File: src/rtl/rot_pkg.sv
`default_nettype none
// ============================================================================
//  Module      : rot_pkg
//  Description : Shared definitions for the rotation search block.
//                - Rotation command codes applied to the tmp faces.
//                - Search controller state encoding.
//                - Default store beat count and maximum search depth.
//                The imem microcode and the datapath also use this package.
//  Revision    : 1.0 - initial release
// ============================================================================
package rot_pkg;

    // Store beats per result: blue, white, red, order1, order2
    localparam int c_store_words_def = 5;

    // Longest rotation sequence tried (legal values 1..2)
    localparam int c_max_depth_def   = 2;

    // Rotation command codes
    localparam logic [2:0] c_rot_x90  = 3'd0;
    localparam logic [2:0] c_rot_x180 = 3'd1;
    localparam logic [2:0] c_rot_x270 = 3'd2;
    localparam logic [2:0] c_rot_y90  = 3'd3;
    localparam logic [2:0] c_rot_y180 = 3'd4;
    localparam logic [2:0] c_rot_y270 = 3'd5;
    localparam logic [2:0] c_rot_z90  = 3'd6;
    localparam logic [2:0] c_rot_z180 = 3'd7;

    // Highest code; each odometer digit wraps after this value
    localparam logic [2:0] c_rot_last = c_rot_z180;

    // Search controller state encoding
    localparam int         c_state_w  = 4;
    localparam logic [3:0] c_st_idle  = 4'd0;
    localparam logic [3:0] c_st_init  = 4'd1;
    localparam logic [3:0] c_st_rot1  = 4'd2;
    localparam logic [3:0] c_st_wait1 = 4'd3;
    localparam logic [3:0] c_st_rot2  = 4'd4;
    localparam logic [3:0] c_st_wait2 = 4'd5;
    localparam logic [3:0] c_st_cmp   = 4'd6;
    localparam logic [3:0] c_st_eval  = 4'd7;
    localparam logic [3:0] c_st_store = 4'd8;
    localparam logic [3:0] c_st_done  = 4'd9;

endpackage : rot_pkg
`default_nettype wire

File: src/rtl/rot_seq_counter.sv
`default_nettype none
// ============================================================================
//  Module      : rot_seq_counter
//  Description : Candidate odometer for the rotation search.
//                Walks depth 0, then depth 1 (seq1 = 0..7), then depth 2
//                (seq1,seq2 = 0,0 .. 7,7) with seq2 as the fastest digit.
//                exhausted is high when the current candidate is the last
//                one at MAX_DEPTH; an advance in that case leaves the
//                counter holding the final candidate.
//  Ports       : clk, rst_n    - clock, synchronous active-low reset
//                clear         - restart at depth 0 (seq1 = seq2 = 0)
//                advance       - step to the next candidate
//                seq1, seq2    - rotation codes of the current candidate
//                depth         - number of rotations in the candidate
//                exhausted     - current candidate is the final one
//  Revision    : 1.0 - initial release
// ============================================================================
module rot_seq_counter
    import rot_pkg::*;
#(
    parameter int MAX_DEPTH = c_max_depth_def
) (
    input  logic       clk,
    input  logic       rst_n,
    input  logic       clear,
    input  logic       advance,
    output logic [2:0] seq1,
    output logic [2:0] seq2,
    output logic [1:0] depth,
    output logic       exhausted
);

    localparam logic [1:0] c_max_depth = 2'(MAX_DEPTH);

    logic [2:0] r_seq1;
    logic [2:0] r_seq2;
    logic [1:0] r_depth;
    logic       w_last_at_depth;

    // Last candidate of the current depth; depth 0 has a single candidate
    always_comb begin
        w_last_at_depth = 1'b1;
        case (r_depth)
            2'd0:    w_last_at_depth = 1'b1;
            2'd1:    w_last_at_depth = (r_seq1 == c_rot_last);
            default: w_last_at_depth = (r_seq1 == c_rot_last) && (r_seq2 == c_rot_last);
        endcase
    end

    assign exhausted = w_last_at_depth && (r_depth == c_max_depth);

    always_ff @(posedge clk) begin
        if (!rst_n) begin
            r_seq1  <= 3'd0;
            r_seq2  <= 3'd0;
            r_depth <= 2'd0;
        end else if (clear) begin
            r_seq1  <= 3'd0;
            r_seq2  <= 3'd0;
            r_depth <= 2'd0;
        end else if (advance && !exhausted) begin
            case (r_depth)
                2'd0: begin
                    r_depth <= 2'd1;
                    r_seq1  <= 3'd0;
                    r_seq2  <= 3'd0;
                end
                2'd1: begin
                    if (r_seq1 == c_rot_last) begin
                        r_depth <= 2'd2;
                        r_seq1  <= 3'd0;
                        r_seq2  <= 3'd0;
                    end else begin
                        r_seq1  <= r_seq1 + 3'd1;
                    end
                end
                default: begin
                    // seq1 cannot wrap here: that case is flagged exhausted
                    if (r_seq2 == c_rot_last) begin
                        r_seq2 <= 3'd0;
                        r_seq1 <= r_seq1 + 3'd1;
                    end else begin
                        r_seq2 <= r_seq2 + 3'd1;
                    end
                end
            endcase
        end
    end

    assign seq1  = r_seq1;
    assign seq2  = r_seq2;
    assign depth = r_depth;

endmodule : rot_seq_counter
`default_nettype wire

File: src/rtl/rot_search_ctrl.sv
`default_nettype none
// ============================================================================
//  Module      : rot_search_ctrl
//  Description : Brute-force rotation search controller. For each candidate
//                sequence it reloads the tmp faces, issues the candidate's
//                rotations, requests a compare and, on a match, streams the
//                result out as STORE_WORDS store beats. All outputs are
//                registered.
//  Ports       : clk, rst_n            - clock, synchronous active-low reset
//                start                 - begin a search (IDLE only)
//                load_init             - reload tmp faces (1-cycle pulse)
//                rot_valid/rot_code    - rotation command, rot_ready accepts
//                rot_done              - rotation written back (1-cycle)
//                cmp_en / match        - compare request / result next cycle
//                store_req/store_idx   - store beat, store_ack accepts
//                seq1, seq2, depth     - current / final candidate
//                busy, found, fail     - status; found/fail are sticky
//  Revision    : 1.0 - initial release
// ============================================================================
module rot_search_ctrl
    import rot_pkg::*;
#(
    parameter int STORE_WORDS = c_store_words_def,
    parameter int MAX_DEPTH   = c_max_depth_def
) (
    input  logic       clk,
    input  logic       rst_n,
    input  logic       start,
    output logic       load_init,
    output logic       rot_valid,
    output logic [2:0] rot_code,
    input  logic       rot_ready,
    input  logic       rot_done,
    output logic       cmp_en,
    input  logic       match,
    output logic       store_req,
    output logic [2:0] store_idx,
    input  logic       store_ack,
    output logic [2:0] seq1,
    output logic [2:0] seq2,
    output logic [1:0] depth,
    output logic       busy,
    output logic       found,
    output logic       fail
);

    localparam logic [2:0] c_last_idx = 3'(STORE_WORDS - 1);

    logic [c_state_w-1:0] r_state;
    logic                 r_load_init;
    logic                 r_rot_valid;
    logic [2:0]           r_rot_code;
    logic                 r_cmp_en;
    logic                 r_store_req;
    logic [2:0]           r_store_idx;
    logic                 r_busy;
    logic                 r_found;
    logic                 r_fail;

    logic                 w_clear;
    logic                 w_advance;
    logic                 w_exhausted;
    logic [2:0]           w_seq1;
    logic [2:0]           w_seq2;
    logic [1:0]           w_depth;

    // The odometer restarts on an accepted start and steps on every miss;
    // its registers update on the same edge the FSM leaves IDLE / EVAL.
    assign w_clear   = (r_state == c_st_idle) && start;
    assign w_advance = (r_state == c_st_eval) && !match;

    rot_seq_counter #(
        .MAX_DEPTH (MAX_DEPTH)
    ) u_seq (
        .clk       (clk),
        .rst_n     (rst_n),
        .clear     (w_clear),
        .advance   (w_advance),
        .seq1      (w_seq1),
        .seq2      (w_seq2),
        .depth     (w_depth),
        .exhausted (w_exhausted)
    );

    // Outputs are set on the transition into the state that owns them, so
    // each strobe is high exactly while the FSM sits in that state.
    always_ff @(posedge clk) begin
        if (!rst_n) begin
            r_state     <= c_st_idle;
            r_load_init <= 1'b0;
            r_rot_valid <= 1'b0;
            r_rot_code  <= 3'd0;
            r_cmp_en    <= 1'b0;
            r_store_req <= 1'b0;
            r_store_idx <= 3'd0;
            r_busy      <= 1'b0;
            r_found     <= 1'b0;
            r_fail      <= 1'b0;
        end else begin
            r_load_init <= 1'b0;
            r_cmp_en    <= 1'b0;
            case (r_state)
                c_st_idle: begin
                    if (start) begin
                        r_state     <= c_st_init;
                        r_load_init <= 1'b1;
                        r_busy      <= 1'b1;
                        r_found     <= 1'b0;
                        r_fail      <= 1'b0;
                    end
                end
                c_st_init: begin
                    if (w_depth >= 2'd1) begin
                        r_state     <= c_st_rot1;
                        r_rot_valid <= 1'b1;
                        r_rot_code  <= w_seq1;
                    end else begin
                        r_state     <= c_st_cmp;
                        r_cmp_en    <= 1'b1;
                    end
                end
                c_st_rot1: begin
                    if (rot_ready) begin
                        r_state     <= c_st_wait1;
                        r_rot_valid <= 1'b0;
                    end
                end
                c_st_wait1: begin
                    if (rot_done) begin
                        if (w_depth == 2'd2) begin
                            r_state     <= c_st_rot2;
                            r_rot_valid <= 1'b1;
                            r_rot_code  <= w_seq2;
                        end else begin
                            r_state     <= c_st_cmp;
                            r_cmp_en    <= 1'b1;
                        end
                    end
                end
                c_st_rot2: begin
                    if (rot_ready) begin
                        r_state     <= c_st_wait2;
                        r_rot_valid <= 1'b0;
                    end
                end
                c_st_wait2: begin
                    if (rot_done) begin
                        r_state  <= c_st_cmp;
                        r_cmp_en <= 1'b1;
                    end
                end
                c_st_cmp: begin
                    r_state <= c_st_eval;
                end
                c_st_eval: begin
                    if (match) begin
                        r_state     <= c_st_store;
                        r_store_req <= 1'b1;
                        r_store_idx <= 3'd0;
                    end else if (w_exhausted) begin
                        r_state <= c_st_done;
                        r_fail  <= 1'b1;
                    end else begin
                        r_state     <= c_st_init;
                        r_load_init <= 1'b1;
                    end
                end
                c_st_store: begin
                    if (store_ack) begin
                        if (r_store_idx == c_last_idx) begin
                            r_state     <= c_st_done;
                            r_store_req <= 1'b0;
                            r_store_idx <= 3'd0;
                            r_found     <= 1'b1;
                        end else begin
                            r_store_idx <= r_store_idx + 3'd1;
                        end
                    end
                end
                c_st_done: begin
                    r_state <= c_st_idle;
                    r_busy  <= 1'b0;
                end
                default: begin
                    r_state     <= c_st_idle;
                    r_rot_valid <= 1'b0;
                    r_store_req <= 1'b0;
                    r_busy      <= 1'b0;
                end
            endcase
        end
    end

    assign load_init = r_load_init;
    assign rot_valid = r_rot_valid;
    assign rot_code  = r_rot_code;
    assign cmp_en    = r_cmp_en;
    assign store_req = r_store_req;
    assign store_idx = r_store_idx;
    assign seq1      = w_seq1;
    assign seq2      = w_seq2;
    assign depth     = w_depth;
    assign busy      = r_busy;
    assign found     = r_found;
    assign fail      = r_fail;

endmodule : rot_search_ctrl
`default_nettype wire

File: config.mk
export PLATFORM = sky130hd
export DESIGN_NAME = rot_search_ctrl
export DESIGN_NICKNAME = d
export VERILOG_FILES = /design/src/rtl/rot_pkg.sv /design/src/rtl/rot_seq_counter.sv /design/src/rtl/rot_search_ctrl.sv
export SDC_FILE = /design/constraint.sdc
export NUM_CORES = 1
export LEC_CHECK = 0
export BUFFER_PORTS_ARGS = -buffer_cell sky130_fd_sc_hd__buf_2
export CORE_ASPECT_RATIO = 0.9
export CORE_MARGIN = 2
export CORE_UTILIZATION = 55
export CTS_CLUSTER_DIAMETER = 80
export DETAILED_ROUTE_END_ITERATION = 8
export PLACE_DENSITY = 0.82
export SLEW_MARGIN = 25
export SYNTH_ARGS = -nofsm -noshare
export SYNTH_HDL_FRONTEND = slang
export SYNTH_SLANG_ARGS = --single-unit
export TNS_END_PERCENT = 5
File: constraint.sdc
create_clock -name clk -period 2.4 [get_ports clk]
set_clock_uncertainty 0.05 [all_clocks]
set_input_delay 0.12 -clock clk [delete_from_list [all_inputs] [get_ports clk]]
set_output_delay 0.12 -clock clk [all_outputs]
set_load 0.02 [all_outputs]
# Word level (Yosys, flattened, before mapping)
# Cells that the tools add are included.
totals:
  reg_bits: 25
  inputBits: 7
  output_inout_bits: 21
  wordCells: 136
op_classes:
  n_addsub: 3
  order_cmp: 1
  eq_ne: 28
  muxes: 56
  n_bitwise: 4
  n_reduce_logical: 31
ops:
  columns: ["cell", "n"]
  rows:
  - ["2-to-1 mux 4 bit", 9]
  - ["one-hot mux 4 bit (9 select lines)", 1]
  - ["2-to-1 mux 3 bit", 11]
  - ["one-hot mux 3 bit (2 select lines)", 4]
  - ["inequality test 2 bit, second input constant", 11]
  - ["2-to-1 mux 1 bit", 20]
  - ["equality test 4 x 3 -> 1 bit, second input constant", 4]
  - ["AND reduction 4 bit", 4]
  - ["OR reduction 8 bit", 2]
  - ["one-hot mux 1 bit (2 select lines)", 5]
  - ["nonzero test 2 bit", 5]
  - ["adder 3 x 1 -> 3 bit, second input constant", 3]
  - ["equality test 3 bit, second input constant", 3]
  - ["equality test 4 x 2 -> 1 bit, second input constant", 2]
  - ["equality test 4 bit, second input constant", 2]
  - ["AND reduction 7 bit", 1]
  - ["inequality test 2 x 1 -> 1 bit, second input constant", 3]
  - ["one-hot mux 1 bit (3 select lines)", 2]
  - ["AND reduction 2 bit", 3]
  - ["AND reduction 3 bit", 2]
  - ["OR reduction 6 bit", 1]
  - ["logical AND 1 bit", 5]
  - ["AND reduction 5 bit", 1]
  - ["equality test 4 x 1 -> 1 bit, second input constant", 1]
  - ["12 further kinds", 18]

# Logic depth before layout (Yosys ltp)
depth:
  word_depth: 7
  depth_mapped: 6
  mapped_depth_nobuf: 6

# Modules after synthesis
# From an unflattened synthesis, not the netlist that was laid out.
unflattened:
  cells_unflattened: 177
  area_unflattened_um2: 1487.7
by_module_without_submodules:
  columns: ["module", "instances", "cells_per_inst", "area_per_inst_um2", "seq_area_each_um2"]
  rows:
  - ["rot_search_ctrl", 1, 129, 1042.2, 340.3]
  - ["rot_seq_counter", 1, 48, 445.4, 160.2]

# Worst setup path before layout
# OpenSTA, ideal clock, no wires.
synth_timing:
  kind: "register -> register"
  start: "reg u_seq.r_seq1[0] (netlist: u_seq.seq1[0])"
  end: "reg u_seq.r_seq2[1] (netlist: u_seq.seq2[1])"
  setup_ns: 0.123
  arrival_time_ns: 1.719
  t_required_ns: 2.227
  path_slack_ns: 0.508
  stages_incl_launch_ff: 7
  n_path_buf: 0
  period_less_slack_ns: 1.892
  cell_sequence: "dfxtp_1 > ha_1 > ha_1 > and4b_1 > a2111o_1 > a22oi_1 > nor2_1"
synth_between:
  elab_chain_len: 7
  elab_cells_between_ends: 8
  cone_classes: "2 x eq/ne; 1 x mux; 5 x reduce/logical"
synth_rtl:
  columns: ["item", "line", "rtl"]
  rows:
  - ["start, declared", "rot_seq_counter.sv:35", "logic [2:0] r_seq1;"]
  - ["start signal, assigned", "rot_seq_counter.sv:74", "r_seq1 <= r_seq1 + 3'd1;"]
  - ["start signal, assigned", "rot_seq_counter.sv:81", "r_seq1 <= r_seq1 + 3'd1;"]
  - ["equality test 3 bit (*)", "rot_seq_counter.sv:45, rot_seq_counter.sv:46, rot_seq_counter.sv:69", null]
  - ["logical AND 1 bit", "rot_seq_counter.sv:46", "default: w_last_at_depth = (r_seq1 == c_rot_last) && (r_seq2 == c_rot_last);"]
  - ["one-hot mux 1 bit (2 select lines)", "rot_seq_counter.sv:43", "case (r_depth)"]
  - ["logical AND 1 bit", "rot_seq_counter.sv:50", "assign exhausted = w_last_at_depth && (r_depth == c_max_depth);"]
  - ["zero test 1 bit", "rot_seq_counter.sv:61", "end else if (advance && !exhausted) begin"]
  - ["logical AND 1 bit", "rot_seq_counter.sv:61", null]
  - ["AND reduction 2 bit (no line) (*)", null, null]
  - ["end signal, assigned", "rot_seq_counter.sv:83", "r_seq2 <= r_seq2 + 3'd1;"]
  - ["end, declared", "rot_seq_counter.sv:36", "logic [2:0] r_seq2;"]
# Every way passes the cells marked *; elsewhere a longest branch is shown, timed or not.
# A chain may end at the register's enable or synchronous reset.

# Worst setup path in the final report
layout_timing:
  start: "reg u_seq.r_seq1[0] (netlist: u_seq.seq1[0])"
  end: "reg u_seq.r_seq2[0] (netlist: u_seq.seq2[0])"
# Same word-level chain as after synthesis.

==> results.json <==
{
  "worst_slew_pin_slew_ns": 0.635,
  "viasPerCell": 6.10,
  "min_period_ns": 1.96,
  "cts_root_buffer": "clkbuf_4",
  "path_max_fanout": 7,
  "cts-resized-gates": 0,
  "synth_area_um2": 1530,
  "cap_viol_max_count": 0,
  "rsz0062_at_grt": "no",
  "hold_viol": 0,
  "fin_crit_sh_pct": 81.9,
  "grt_pass1_wl_mm": 5.82,
  "setup_violations": 0,
  "grt_pass1_vias": 1317,
  "slew_headroom_pct": 57.6,
  "leakagePower_nw": 0.675,
  "dieArea_um2": 3220,
  "synth_top_area_share_pct": 32.7,
  "ant_nets": 0,
  "yosys_warnings": 0,
  "end_kind": "flip-flop",
  "status": "finished, final reports clean",
  "die_x_um": 59.6,
  "post-cts-setup-buffers": 0,
  "synth_nets": 189,
  "busiest_layer": "met2",
  "antenna_found_initial": 0,
  "grt.total_usage_pct": 24.4,
  "power_density_nw_per_um2": 685,
  "pwr-share-clk_pct": 17.4,
  "ys_async_sr_fraction_pct": 0,
  "p_int_uw": 691,
  "layout-drive-gt1-share_pct": 22.6,
  "p_switching_uw": 464,
  "io_buffers": 27,
  "critPathLaunchType": "flip-flop",
  "drc_errors": 0,
  "grt.met2_usage_pct": 43.6,
  "yosys_register_bits": 25,
  "total_power_mw": 1.16,
  "die_h_um": 54.0,
  "htree_levels": 1,
  "clk_pin_slew_worst_paths_ns": 0.15,
  "grt_start_max_net_pins": 17,
  "hp-class": "input pin to flip-flop",
  "cts_buffers": 3,
  "met1_usage_pct": 28.3,
  "cts_tree": "done",
  "clock_latency_ns": 0.34,
  "fin_setup_tns_ns": 0,
  "floorplan.initialDensity_pct": 56.6,
  "clock-sinks": 25,
  "synth_edf_count": 0,
  "wl_mm": 3.50,
  "drt-initial-drc-count": 62,
  "cp.arrival_ns": 2.15,
  "cp_data_required_time_ns": 2.59,
  "yosys-top-cells-area": "dfxtp_1 33%, a21oi_1 5.2%, ha_1 4.9%, nor2_1 4.7%, nand2_1 3.4%",
  "holdBufCountCts": 0,
  "netSwitchingFraction_pct": 40.2,
  "yosys_most_used_dff": "dfxtp_1",
  "hpwl_mm": 2.65,
  "seqPwrFrac_pct": 48.4,
  "worstSetupPathType": "flip-flop to flip-flop",
  "rows": 18,
  "place_congestion": 0.856,
  "pin_count": 28,
  "fin_nets": 213,
  "ctsLongestPathBuffers": 2,
  "yosysTopAreaCell": "dfxtp_1",
  "coreArea_um2": 2700,
  "comb_power_share_pct": 34.2,
  "synth_cells": 176,
  "synth.yosys.seq_area_share_pct": 32.7,
  "via_count": 1398,
  "area_growth_syn_to_layout_pct": 10.3,
  "fmax_mhz": 509,
  "wl_per_cell_um": 15.3,
  "ir_drop_v": 0.000301,
  "global_route.usage.met3_pct": 3.61,
  "grt_overflow_total": 0,
  "firstDrtPassIters": 4,
  "avgSynthCellArea_um2": 8.69,
  "diodes": 0,
  "final_max_slew_viol_count": 0,
  "synth.distinct_cells": 53
}
==> power by group through the flow <==
stage | Combinational (mW) | Sequential, mW | Clock, mW
floorplan | 0.385 | 0.503 | 0
global placement | 0.374 | 0.564 | 0
detailed placement | 0.390 | 0.567 | 0
CTS | 0.394 | 0.558 | 0.209
global route | 0.443 | 0.569 | 0.222
finish | 0.395 | 0.559 | 0.201
==> path summary, 6_finish.rpt <==
check / slack [ns] / endpoint / start / depth (start not counted)
setup reg to reg: 0.44 / u_seq.seq2[0] / u_seq.seq1[0] / 6
hold / removal: 0.01 / found / store_ack / 3
setup / recovery: 0.44 / u_seq.seq2[0] / u_seq.seq1[0] / 6
hold reg to reg: 0.42 / found / found / 2
==> cells in the final DEF, fill, tap and decap left out, types with 2 or more instances in the layout <==
master / instances
mux2i_1: 4
nand2b_1: 5
nand4b_1: 3
nor3_1: 2
nor4_1: 2
buf_2: 27
nand3b_1: 2
or3_1: 4
a22oi_1: 3
buf_4: 3
nor2_1: 19
ha_1: 6
a211oi_1: 6
nor2b_1: 3
o21ai_0: 9
dfxtp_1: 25
clkbuf_4: 3
inv_1: 4
o21a_1: 4
nand3_1: 4
nand2_1: 14
a21oi_1: 16
==> sequential cells by signal, indices dropped and copies added, names as in the netlist <==
name,cells
u_seq.seq2,3
found,1
load_init,1
busy,1
u_seq.seq1,3
rot_valid,1
rot_code,3
r_state,4
store_idx,3
fail,1
store_req,1
cmp_en,1
u_seq.depth,2
==> Yosys cell counts, types with 2 or more instances <==
cell type / number
a21oi_1: 16
o21ai_0: 9
nor2b_1: 3
nand3_1: 4
nand2b_1: 5
ha_1: 6
nor4_1: 2
nor3_1: 2
a211oi_1: 6
inv_1: 4
clkbuf_1: 2
or3_1: 4
o21a_1: 4
nand3b_1: 2
nand2_1: 14
buf_2: 6
mux2i_1: 4
nand4b_1: 3
dfxtp_1: 25
nor2_1: 19
buf_6: 2
a22oi_1: 3
==> area by class of cell <==
cell class	instances	area [um^2]
Fill cell	249	1020
Sequential cell	25	500
Inverter	5	18.8
Multi-Input combinational cell	135	942
Tap cell	30	37.5
Clock inverter	1	7.51
Timing Repair Buffer	30	158
Clock buffer	3	22.5
==> per-stage QoR <==
stage	area, um^2	hold slack [ns]	cells	setup slack (ns)	utilization (%)
floorplan	1530	0.211	176	0.508	-
global placement	1660	0.373	225	0.532	61.3
detailed placement	1660	0.382	225	0.465	61.3
CTS	1690	0.00329	229	0.441	62.4
global route	1690	0.0216	229	0.309	62.4
finish	1690	0.0105	229	0.435	62.4
==> layer usage <==
| metal | wire length, um | share of wire (%) | vias up |
|---|---|---|---|
| met5 | 0 | 0 | - |
| met3 | 117 | 3.3 | 8 |
| met4 | 61 | 1.7 | 0 |
| li1 | - | - | 689 |
| met1 | 1510 | 43 | 670 |
| met2 | 1810 | 52 | 31 |
==> critical path, cell delays in order (launching register included) <==
cell and delay, ns:
dfxtp_1 0.38, ha_1 0.21, ha_1 0.25, and4b_1 0.27, a2111o_1 0.44, a22oi_1 0.20
nor2_1 0.06
==> cells by family after synthesis <==
group,count (synthesis),synth area share (%)
adders and majority gates,6,4.91
DFF,25,32.7
and+or+nand+nor,70,28.2
AOI/OAI and AO/OA,52,23.8
buffers and inverters,16,5.65
muxes,6,4.09
xor gates and xnor gates,1,0.573
Power figures use the tool's default switching activity.
